File: src/rtl/arbitro_ram_pkg.sv
// Shared definitions for the cellular-RAM arbiter: pin widths, requester ids
// and the access sequencer's state encoding.
package paquete_ram;

  localparam int ANCHO_DIR    = 26;
  localparam int ANCHO_DATO   = 16;
  localparam int ANCHO_ESPERA = 4;
  localparam int ANCHO_CUENTA = 8;

  localparam logic ID_AUDIO = 1'b0;
  localparam logic ID_NOTAS = 1'b1;

  typedef enum logic [1:0] {
    ST_IDLE    = 2'd0,
    ST_SETUP   = 2'd1,
    ST_ESPERA  = 2'd2,
    ST_CAPTURA = 2'd3
  } estado_t;

  function automatic logic [ANCHO_CUENTA-1:0] incr_saturado(
    input logic [ANCHO_CUENTA-1:0] valor,
    input logic [ANCHO_CUENTA-1:0] tope
  );
    return (valor >= tope) ? tope : valor + 8'd1;
  endfunction

endpackage

File: src/rtl/arbitro_ram_selector_prioridad.sv
// Winner selection between audio and notes, with the saturating run counter
// that bounds how long pending notes can be starved by audio.
module selector_prioridad
  import paquete_ram::*;
#(
  parameter int MAX_AUDIO = 8
) (
  input  logic clk,
  input  logic reset,
  input  logic en_idle_i,
  input  logic habilitar_i,
  input  logic req_audio_i,
  input  logic req_notas_i,
  output logic concede_o,
  output logic id_o
);

  localparam logic [ANCHO_CUENTA-1:0] TOPE = ANCHO_CUENTA'(MAX_AUDIO);

  logic [ANCHO_CUENTA-1:0] cuenta_audio_q, cuenta_audio_d;
  logic                    gana_notas;

  always_comb begin
    // NOTE: every signal written here gets a default first, so no path can infer a latch.
    cuenta_audio_d = cuenta_audio_q;
    gana_notas     = req_notas_i && (!req_audio_i || (cuenta_audio_q >= TOPE));
    concede_o      = en_idle_i && habilitar_i && (req_audio_i || req_notas_i);
    id_o           = gana_notas ? ID_NOTAS : ID_AUDIO;

    // Audio grants only count while notes are actually waiting.
    if (concede_o && gana_notas) begin
      cuenta_audio_d = '0;
    end else if (en_idle_i && !req_notas_i) begin
      cuenta_audio_d = '0;
    end else if (concede_o) begin
      cuenta_audio_d = incr_saturado(cuenta_audio_q, TOPE);
    end
  end

  // NOTE: sequential state uses non-blocking assignments so every register samples pre-edge values.
  always_ff @(posedge clk or posedge reset) begin
    if (reset) begin
      cuenta_audio_q <= '0;
    end else begin
      cuenta_audio_q <= cuenta_audio_d;
    end
  end

endmodule

File: src/rtl/arbitro_ram.sv
// Read-only arbiter/controller for the asynchronous cellular RAM shared by the
// audio sample streamer and the note-chart fetcher.
module arbitro_ram
  import paquete_ram::*;
#(
  parameter int WAIT_CYC  = 4,
  parameter int MAX_AUDIO = 8
) (
  input  logic                  clk,
  input  logic                  reset,
  input  logic                  habilitar,
  input  logic                  req_audio,
  input  logic [ANCHO_DIR-1:0]  dir_audio,
  output logic                  ack_audio,
  input  logic                  req_notas,
  input  logic [ANCHO_DIR-1:0]  dir_notas,
  output logic                  ack_notas,
  output logic [ANCHO_DATO-1:0] dato_out,
  output logic                  ocupado,
  output logic [ANCHO_DIR-1:0]  DireccionRAM,
  input  logic [ANCHO_DATO-1:0] ram_dato,
  output logic                  ram_ce_n,
  output logic                  ram_oe_n,
  output logic                  ram_we_n,
  output logic                  ram_adv_n,
  output logic                  ram_lb_n,
  output logic                  ram_ub_n
);

  localparam logic [ANCHO_ESPERA-1:0] CARGA_ESPERA = ANCHO_ESPERA'(WAIT_CYC - 1);

  estado_t                 estado_q;
  logic [ANCHO_ESPERA-1:0] cuenta_espera_q;
  logic [ANCHO_DIR-1:0]    dir_q;
  logic [ANCHO_DATO-1:0]   dato_q;
  logic                    id_q;
  logic                    ack_audio_q, ack_notas_q;
  logic                    ce_n_q, oe_n_q;

  logic                    concede;
  logic                    id_ganador;
  logic [ANCHO_DIR-1:0]    dir_ganador;

  selector_prioridad #(
    .MAX_AUDIO (MAX_AUDIO)
  ) u_selector (
    .clk         (clk),
    .reset       (reset),
    .en_idle_i   (estado_q == ST_IDLE),
    .habilitar_i (habilitar),
    .req_audio_i (req_audio),
    .req_notas_i (req_notas),
    .concede_o   (concede),
    .id_o        (id_ganador)
  );

  assign dir_ganador = (id_ganador == ID_NOTAS) ? dir_notas : dir_audio;

  // Strobes are registered so CE/OE change on the same edge as the state.
  always_ff @(posedge clk or posedge reset) begin
    if (reset) begin
      estado_q        <= ST_IDLE;
      cuenta_espera_q <= '0;
      dir_q           <= '0;
      dato_q          <= '0;
      id_q            <= ID_AUDIO;
      ack_audio_q     <= 1'b0;
      ack_notas_q     <= 1'b0;
      ce_n_q          <= 1'b1;
      oe_n_q          <= 1'b1;
    end else begin
      ack_audio_q <= 1'b0;
      ack_notas_q <= 1'b0;
      case (estado_q)
        ST_IDLE: begin
          ce_n_q <= 1'b1;
          oe_n_q <= 1'b1;
          if (concede) begin
            dir_q    <= dir_ganador;
            id_q     <= id_ganador;
            ce_n_q   <= 1'b0;
            oe_n_q   <= 1'b0;
            estado_q <= ST_SETUP;
          end
        end
        ST_SETUP: begin
          cuenta_espera_q <= CARGA_ESPERA;
          estado_q        <= ST_ESPERA;
        end
        ST_ESPERA: begin
          if (cuenta_espera_q == '0) begin
            estado_q <= ST_CAPTURA;
          end else begin
            cuenta_espera_q <= cuenta_espera_q - 4'd1;
          end
        end
        ST_CAPTURA: begin
          dato_q      <= ram_dato;
          ack_audio_q <= (id_q == ID_AUDIO);
          ack_notas_q <= (id_q == ID_NOTAS);
          ce_n_q      <= 1'b1;
          oe_n_q      <= 1'b1;
          estado_q    <= ST_IDLE;
        end
        default: begin
          estado_q <= ST_IDLE;
        end
      endcase
    end
  end

  assign ack_audio    = ack_audio_q;
  assign ack_notas    = ack_notas_q;
  assign dato_out     = dato_q;
  assign ocupado      = (estado_q != ST_IDLE);
  assign DireccionRAM = dir_q;
  assign ram_ce_n     = ce_n_q;
  assign ram_oe_n     = oe_n_q;

  // Asynchronous mode, full-word reads only.
  assign ram_we_n  = 1'b1;
  assign ram_adv_n = 1'b0;
  assign ram_lb_n  = 1'b0;
  assign ram_ub_n  = 1'b0;

endmodule
File: config.mk
export PLATFORM = sky130hd
export DESIGN_NAME = arbitro_ram
export DESIGN_NICKNAME = d
export VERILOG_FILES = /design/src/rtl/arbitro_ram_pkg.sv /design/src/rtl/arbitro_ram_selector_prioridad.sv /design/src/rtl/arbitro_ram.sv
export SDC_FILE = /design/constraint.sdc
export NUM_CORES = 1
export LEC_CHECK = 0
export CAP_MARGIN = 20
export CELL_PAD_IN_SITES_DETAIL_PLACEMENT = 1
export CELL_PAD_IN_SITES_GLOBAL_PLACEMENT = 2
export CORE_MARGIN = 4
export CORE_UTILIZATION = 24
export DETAILED_ROUTE_END_ITERATION = 6
export GPL_TIMING_DRIVEN = 1
export MAX_ROUTING_LAYER = met4
export PLACE_DENSITY_LB_ADDON = 0.1
export SYNTH_ARGS = -nofsm -noshare
export SYNTH_HDL_FRONTEND = slang
export SYNTH_SLANG_ARGS = --single-unit
File: constraint.sdc
create_clock -name clk -period 1.8 [get_ports clk]
set_clock_uncertainty 0.15 [all_clocks]
set_input_delay 0.27 -clock clk [delete_from_list [all_inputs] [get_ports clk]]
set_output_delay 0.27 -clock clk [all_outputs]
set_load 0.01 [all_outputs]
==> out/qor.yml, run 1 <==
status: "complete, but fails checks"
violations: "setup timing"
synthArstFlopShare: 1.00
p_int_w: 0.00541
route.detailed.wl_per_inst_um: 18.2
syn_avg_cell_area_sq_um: 10.0
final_antenna_net_count: 0
gr-usage-all-layers: 0.149
critical-path-slowest-cell: "or3b_4"
grt_pass1_wl_um: 18900
cp_num_buf_inv: 1
rows: 43
slowest_delay_ns: 0.40
fillers: 1568
grt_max_degree: 61
setup_violations: 1
num_vias: 3287
cap_violations: 0
multi_input_area_sq_um: 1840
cts_tree: "built"
drive_gt1_frac: 0.201
p_per_area_nw_per_um2: 1450
die_h_um: 129
stdcell_area_sq_um: 5640
critPathCaptureType: "register"
synth.yosys.warnings: 0
min_path_type: "in -> async"
synth_cell_types: 43
vdd_ir_drop_max_v: 0.000467
final_max_slew_viol_count: 0
fmax_ghz: 0.552
synthFlopType: "dfrtp_1"
swShare: 0.339
yosysTopAreaCell: "dfrtp_1"
numCtsBuffers: 9
initial_utilization: 0.249
io_pins: 124
ctsHoldBuffers: 0
fin_nets: 579
clock-root-buffer: "clkbuf_16"
setup_ws_ns: -0.0102
cts.clk_slew.worst_paths_ns: 0.05
remaining_drc_errors: 0
synth_top_area_frac: 0.420
finalNonFillerCells: 682
syn_to_final_growth_pct: 60.6
place_area_sq_um: 5120
dp_hpwl_um: 8370
p_leak_nw: 2.33
period_needed_ns: 1.81
clkPwrFrac: 0.205
clk_latency_ns: 0.33
yosys-top-cells-area: "dfrtp_1 42%, mux2i_1 7.7%, a211o_1 6.5%, mux2_2 5.5%, nand4_1 5.2%"
timing.final.crit_share: 1.01
finalHoldViolCount: 0
startpoint_type: "register"
crit_family: "simple AND/OR/NAND/NOR gates"
antenna_cells: 0
viasPerCell: 4.82
drtPass1Iterations: 4
ys_seq_area_frac: 0.428
netSwitchingPower_w: 0.00278
combPwrFrac: 0.504
crit_chain: "inv_2 -> ha_1 -> or3b_4 -> a22oi_2 -> mux2_4"
synth-seq-cells: 60
grt_overflow_total: 0
crit_type: "reg -> reg"
rsz0062_at_grt: "true"
gp_congestion: 0.749
core_sq_um: 14100
antenna_found_initial: 0
final_util: 0.400
worstPathMaxFanout: 5
regArea_sq_um: 1500
cts_max_path_buffers: 2
dieArea_sq_um: 16600
clock-sinks: 60
cp.arrival_ns: 1.87
syn_area_sq_um: 3510
die_x_um: 129
drtIter0Drc: 190
synth_enable_flop_cells: 0
wl_um: 12400
required_ns: 1.86
syn_inst: 351
placed_cells: 649
htree_levels: 3
io_buffers: 119
p_seq_frac: 0.292
grt_pass1_vias: 3527
==> routing by layer <==
layer | routed length (um) | vias up | track usage
li1 | - | 1560 | -
met1 | 5790 | 1643 | 0.191
met2 | 5990 | 75 | 0.231
met3 | 488 | 9 | 0.0444
met4 | 133 | 0 | 0.0352
met5 | 0 | - | -
==> layout by cell type, fill, tap and decap left out, types with 5 or more instances in the layout <==
cell             instances
clkdlybuf4s50_1        115
dfrtp_1                 59
nand2_1                 32
buf_4                   31
nand4_1                 29
nand3_1                 29
nor2b_1                 28
a211o_1                 26
mux2i_1                 26
mux2_2                  17
clkbuf_16               13
buf_12                   9
ha_1                     7
and3_1                   5
==> through the flow <==
stage | TNS [ns] | power [W] | hold WS [ns] | setup slack (ns)
floorplan | 0 | 0.00414 | 0.226 | 0.0135
global route | -0.202 | 0.00878 | 0.267 | -0.0719
CTS | -0.104 | 0.00807 | 0.239 | -0.0697
finish | -0.0102 | 0.00819 | 0.226 | -0.0102
global placement | -4.02 | 0.00612 | 0.302 | -0.149
detailed placement | -4.84 | 0.00622 | 0.312 | -0.187
==> state kept, by name (all words and copies together) (netlist names), 2 cells and up <==
| signal | count |
|---|---|
| estado_q | 2 |
| u_selector.cuenta_audio_q | 8 |
| DireccionRAM | 26 |
| dato_out | 16 |
| cuenta_espera_q | 4 |
==> power by group through the flow <==
stage                     Clock (W)  Combinational [W]  Sequential [W]
final                       0.00168            0.00412         0.00239
after global placement            0            0.00373         0.00239
after floorplan                   0            0.00158         0.00255
after detailed placement          0            0.00382         0.00240
after global routing        0.00180            0.00449         0.00249
after CTS                   0.00175            0.00392         0.00240
==> worst min-delay path, cell delays in order <==
cell and delay [ns]:
clkdlybuf4s50_1 0.44, clkinvlp_4 0.10, buf_12 0.30
==> cells by family after synthesis <==
group	after synthesis	synth area share
buffers and inverters	44	0.0638
flip-flops	60	0.428
adder cells (fa/ha/maj)	9	0.0321
other	2	0.00214
AND/OR/NAND/NOR	143	0.227
multiplexers	45	0.135
AO/OA/AOI/OAI	48	0.113
==> cells in the mapped netlist, types with 4 or more instances <==
cell type / number
dfrtp_1: 59
a211o_1: 26
clkbuf_1: 9
nand4_1: 29
mux2_2: 17
nand2_1: 32
buf_4: 8
nor2b_1: 28
and3_1: 5
mux2i_1: 27
nand3_1: 29
ha_1: 9
buf_2: 17
and2_1: 4
inv_1: 9
a211oi_1: 4
==> worst paths after layout <==
kind / start / endpoint / slack (ns) / cells after the start
worst min register to register: id_q / ack_audio / 0.31 / 1
worst min-delay path: reset / dato_out[6] / 0.23 / 3
worst max-delay path: cuenta_espera_q[0] / estado_q[1] / -0.01 / 5
max in group asynchronous: reset / ram_oe_n / 0.95 / 3
min in group clk: id_q / ack_audio / 0.31 / 1
worst max register to register: cuenta_espera_q[0] / estado_q[1] / -0.01 / 5
==> cell type report <==
| type | instances | share of cell area |
|---|---|---|
| multi-input cells | 249 | 0.326 |
| inverters | 9 | 0.00665 |
| well taps | 180 | 0.0399 |
| repair buffers | 168 | 0.309 |
| flip-flops and latches | 60 | 0.266 |
| clock buffers | 12 | 0.0472 |
| clock inverters | 4 | 0.00399 |
==> repair_timing <==
action | CTS | global route
setup endpoints to repair | 34 | 32
pin swaps | 1 | 7
buffers inserted | 2 | 10
gates resized for setup | 10 | 12
gates cloned | 0 | 6
Note: power is estimated with default switching activity, not from simulation.
==> run 2: changes to the inputs <==
--- a/config.mk
+++ b/config.mk
@@ -12,8 +12,10 @@
 export CORE_UTILIZATION = 24
 export DETAILED_ROUTE_END_ITERATION = 6
 export GPL_TIMING_DRIVEN = 1
+export HOLD_SLACK_MARGIN = 0.03
 export MAX_ROUTING_LAYER = met4
 export PLACE_DENSITY_LB_ADDON = 0.1
+export REMOVE_ABC_BUFFERS = 1
 export SYNTH_ARGS = -nofsm -noshare
 export SYNTH_HDL_FRONTEND = slang
 export SYNTH_SLANG_ARGS = --single-unit
==> run 2 against run 1 <==
Critical endpoint unchanged. Combinational power fell by 3%. Non-clock buffer count fell by 5. Register-to-register slack got worse by 0.02 ns. The run still ends with setup timing left. Critical path depth did not move. Global-route usage fell by 0.51 points. Final area fell by 1.4%.
==> out/qor.yml, run 2 (synthesis gave the netlist of run 1 again) <==
swShare: 0.334  # was 0.339
htree_levels: 3  # unchanged
grt_pass1_wl_um: 18100  # was 18900 um
ctsHoldBuffers: 0  # unchanged
numCtsBuffers: 9  # unchanged
required_ns: 1.86  # about the same
antenna_found_initial: 1  # was 0
critPathCaptureType: "register"  # unchanged
vdd_ir_drop_max_v: 0.000473  # was 0.000467 V
crit_type: "reg -> reg"  # unchanged
wl_um: 11700  # was 12400 um
num_vias: 3255  # was 3287
drive_gt1_frac: 0.187  # was 0.201
fmax_ghz: 0.548  # was 0.552 GHz
syn_to_final_growth_pct: 58.5  # was 60.6%
grt_overflow_total: 0  # unchanged
combPwrFrac: 0.501  # was 0.504
core_sq_um: 14100  # unchanged
placed_cells: 655  # was 649
grt_max_degree: 61  # unchanged
final_util: 0.395  # was 0.400
gp_congestion: 0.769  # was 0.749
r2r-start: "cuenta_espera_q[1]"  # was cuenta_espera_q[0]
min_path_type: "in -> async"  # unchanged
final_antenna_net_count: 0  # unchanged
clock-sinks: 60  # unchanged
multi_input_area_sq_um: 1850  # was 1840 sq um
remaining_drc_errors: 0  # unchanged
cts_max_path_buffers: 2  # unchanged
cap_violations: 0  # unchanged
final_max_slew_viol_count: 0  # unchanged
status: "complete, but fails checks"  # unchanged
io_pins: 124  # unchanged
p_per_area_nw_per_um2: 1430  # was 1450 nW/um^2
setup_violations: 1  # unchanged
fin_nets: 574  # was 579
finalHoldViolCount: 0  # unchanged
route.detailed.wl_per_inst_um: 17.2  # was 18.2 um
rsz0062_at_grt: "true"  # unchanged
drtPass1Iterations: 4  # unchanged
regArea_sq_um: 1500  # unchanged
p_seq_frac: 0.298  # was 0.292
period_needed_ns: 1.83  # was 1.81 ns
final_common_cell: "clkdlybuf4s50_1"  # unchanged
finalNonFillerCells: 678  # was 682
crit_start: "cuenta_espera_q[1]"  # was cuenta_espera_q[0]
gr-usage-all-layers: 0.144  # was 0.149
netSwitchingPower_w: 0.00266  # was 0.00278 W
p_int_w: 0.00531  # was 0.00541 W
startpoint_type: "register"  # unchanged
cts_tree: "built"  # unchanged
worstPathMaxFanout: 5  # unchanged
cp.arrival_ns: 1.89  # was 1.87 ns
clock-root-buffer: "clkbuf_16"  # unchanged
clk_latency_ns: 0.33  # about the same
grt_pass1_vias: 3460  # was 3527
dp_hpwl_um: 8090  # was 8370 um
viasPerCell: 4.80  # was 4.82
initial_utilization: 0.249  # unchanged
slowest_delay_ns: 0.40  # about the same
crit_chain: "inv_2 -> ha_4 -> or3b_4 -> a22oi_2 -> mux2_4"  # was inv_2 -> ha_1 -> or3b_4 -> a22oi_2 -> mux2_4
setup_ws_ns: -0.0253  # was -0.0102 ns
violations: "setup timing"  # unchanged
die_x_um: 129  # unchanged
final_cell_mix: "115 x clkdlybuf4s50_1, 59 x dfrtp_1, 32 x nand2_1, 32 x buf_4"  # was 115 x clkdlybuf4s50_1, 59 x dfrtp_1, 32 x nand2_1
fillers: 1587  # was 1568
cts.clk_slew.worst_paths_ns: 0.05  # about the same
rows: 43  # unchanged
die_h_um: 129  # unchanged
dieArea_sq_um: 16600  # unchanged
p_total_w: 0.00796  # was 0.00819 W
timing.final.crit_share: 1.01  # about the same
largest_reg_flops: 26  # unchanged
critical-path-slowest-cell: "or3b_4"  # unchanged
io_buffers: 119  # unchanged
drtIter0Drc: 157  # was 190
p_leak_nw: 2.29  # was 2.33 nW
clkPwrFrac: 0.201  # was 0.205
==> run 2: cell type report <==
cell class	count	share of cell area
diodes	1	0.000450
repair buffers	163	0.301
flip-flops and latches	60	0.270
clock buffers	14	0.0474
inverters	9	0.00607
clock inverters	2	0.00180
multi-input cells	249	0.333
well taps	180	0.0405
==> run 2: metrics by stage <==
step / setup slack [ns] / cell area, sq um / hold WS, ns / TNS, ns
finish: -0.0253 / 5570 / 0.185 / -0.0253
CTS: -0.0206 / 5470 / 0.197 / -0.0206
detailed placement: -0.175 / 5170 / 0.321 / -4.68
global placement: -0.116 / 5170 / 0.314 / -2.85
global route: -0.0907 / 5570 / 0.226 / -0.0907
floorplan: -1.69 / 3330 / 0.267 / -62.61
==> run 2: routing by layer <==
metal / wire length [um] / track usage / vias to the layer above / part of all wire
li1: - / - / 1557 / -
met2: 5250 / 0.218 / 106 / 0.45
met1: 5570 / 0.187 / 1578 / 0.48
met3: 671 / 0.0328 / 14 / 0.057
met5: 0 / - / - / 0
met4: 184 / 0.0544 / 0 / 0.016
==> run 2: path summary, 6_finish.rpt <==
| path | endpoint | slack (ns) | depth (start not counted) |
|---|---|---|---|
| max | estado_q[1] | -0.03 | 5 |
| min | dato_out[10] | 0.18 | 3 |
| max reg2reg | estado_q[1] | -0.03 | 5 |
| min reg2reg | ram_oe_n | 0.33 | 2 |
| min in group clk | estado_q[0] | 0.31 | 4 |
| max in group asynchronous | ram_oe_n | 0.99 | 3 |
==> run 2: power by group through the flow <==
stage               Sequential [W]  Clock, W  Combinational, W
global placement           0.00238         0           0.00377
detailed placement         0.00237         0           0.00385
CTS                        0.00237   0.00166           0.00394
floorplan                  0.00256         0           0.00146
finish                     0.00237   0.00160           0.00399
global route               0.00246   0.00170           0.00433
==> run 2: what timing repair did <==
| item | 4_1_cts | 5_1_grt |
|---|---|---|
| gates resized for setup | 10 | 6 |
| cloned | 0 | 2 |
| setup buffers | 1 | 3 |
| pin swaps | 1 | 3 |
| endpoints found under the setup margin | 30 | 28 |
==> run 2: worst max-delay path: cells and delay by family (launching register included) <==
kind	cells	cell delay, ns
buffers and inverters	1	0.08
DFF	1	0.39
and+or+nand+nor	1	0.40
adders and majority gates	1	0.12
muxes	1	0.32
AOI/OAI and AO/OA	1	0.25
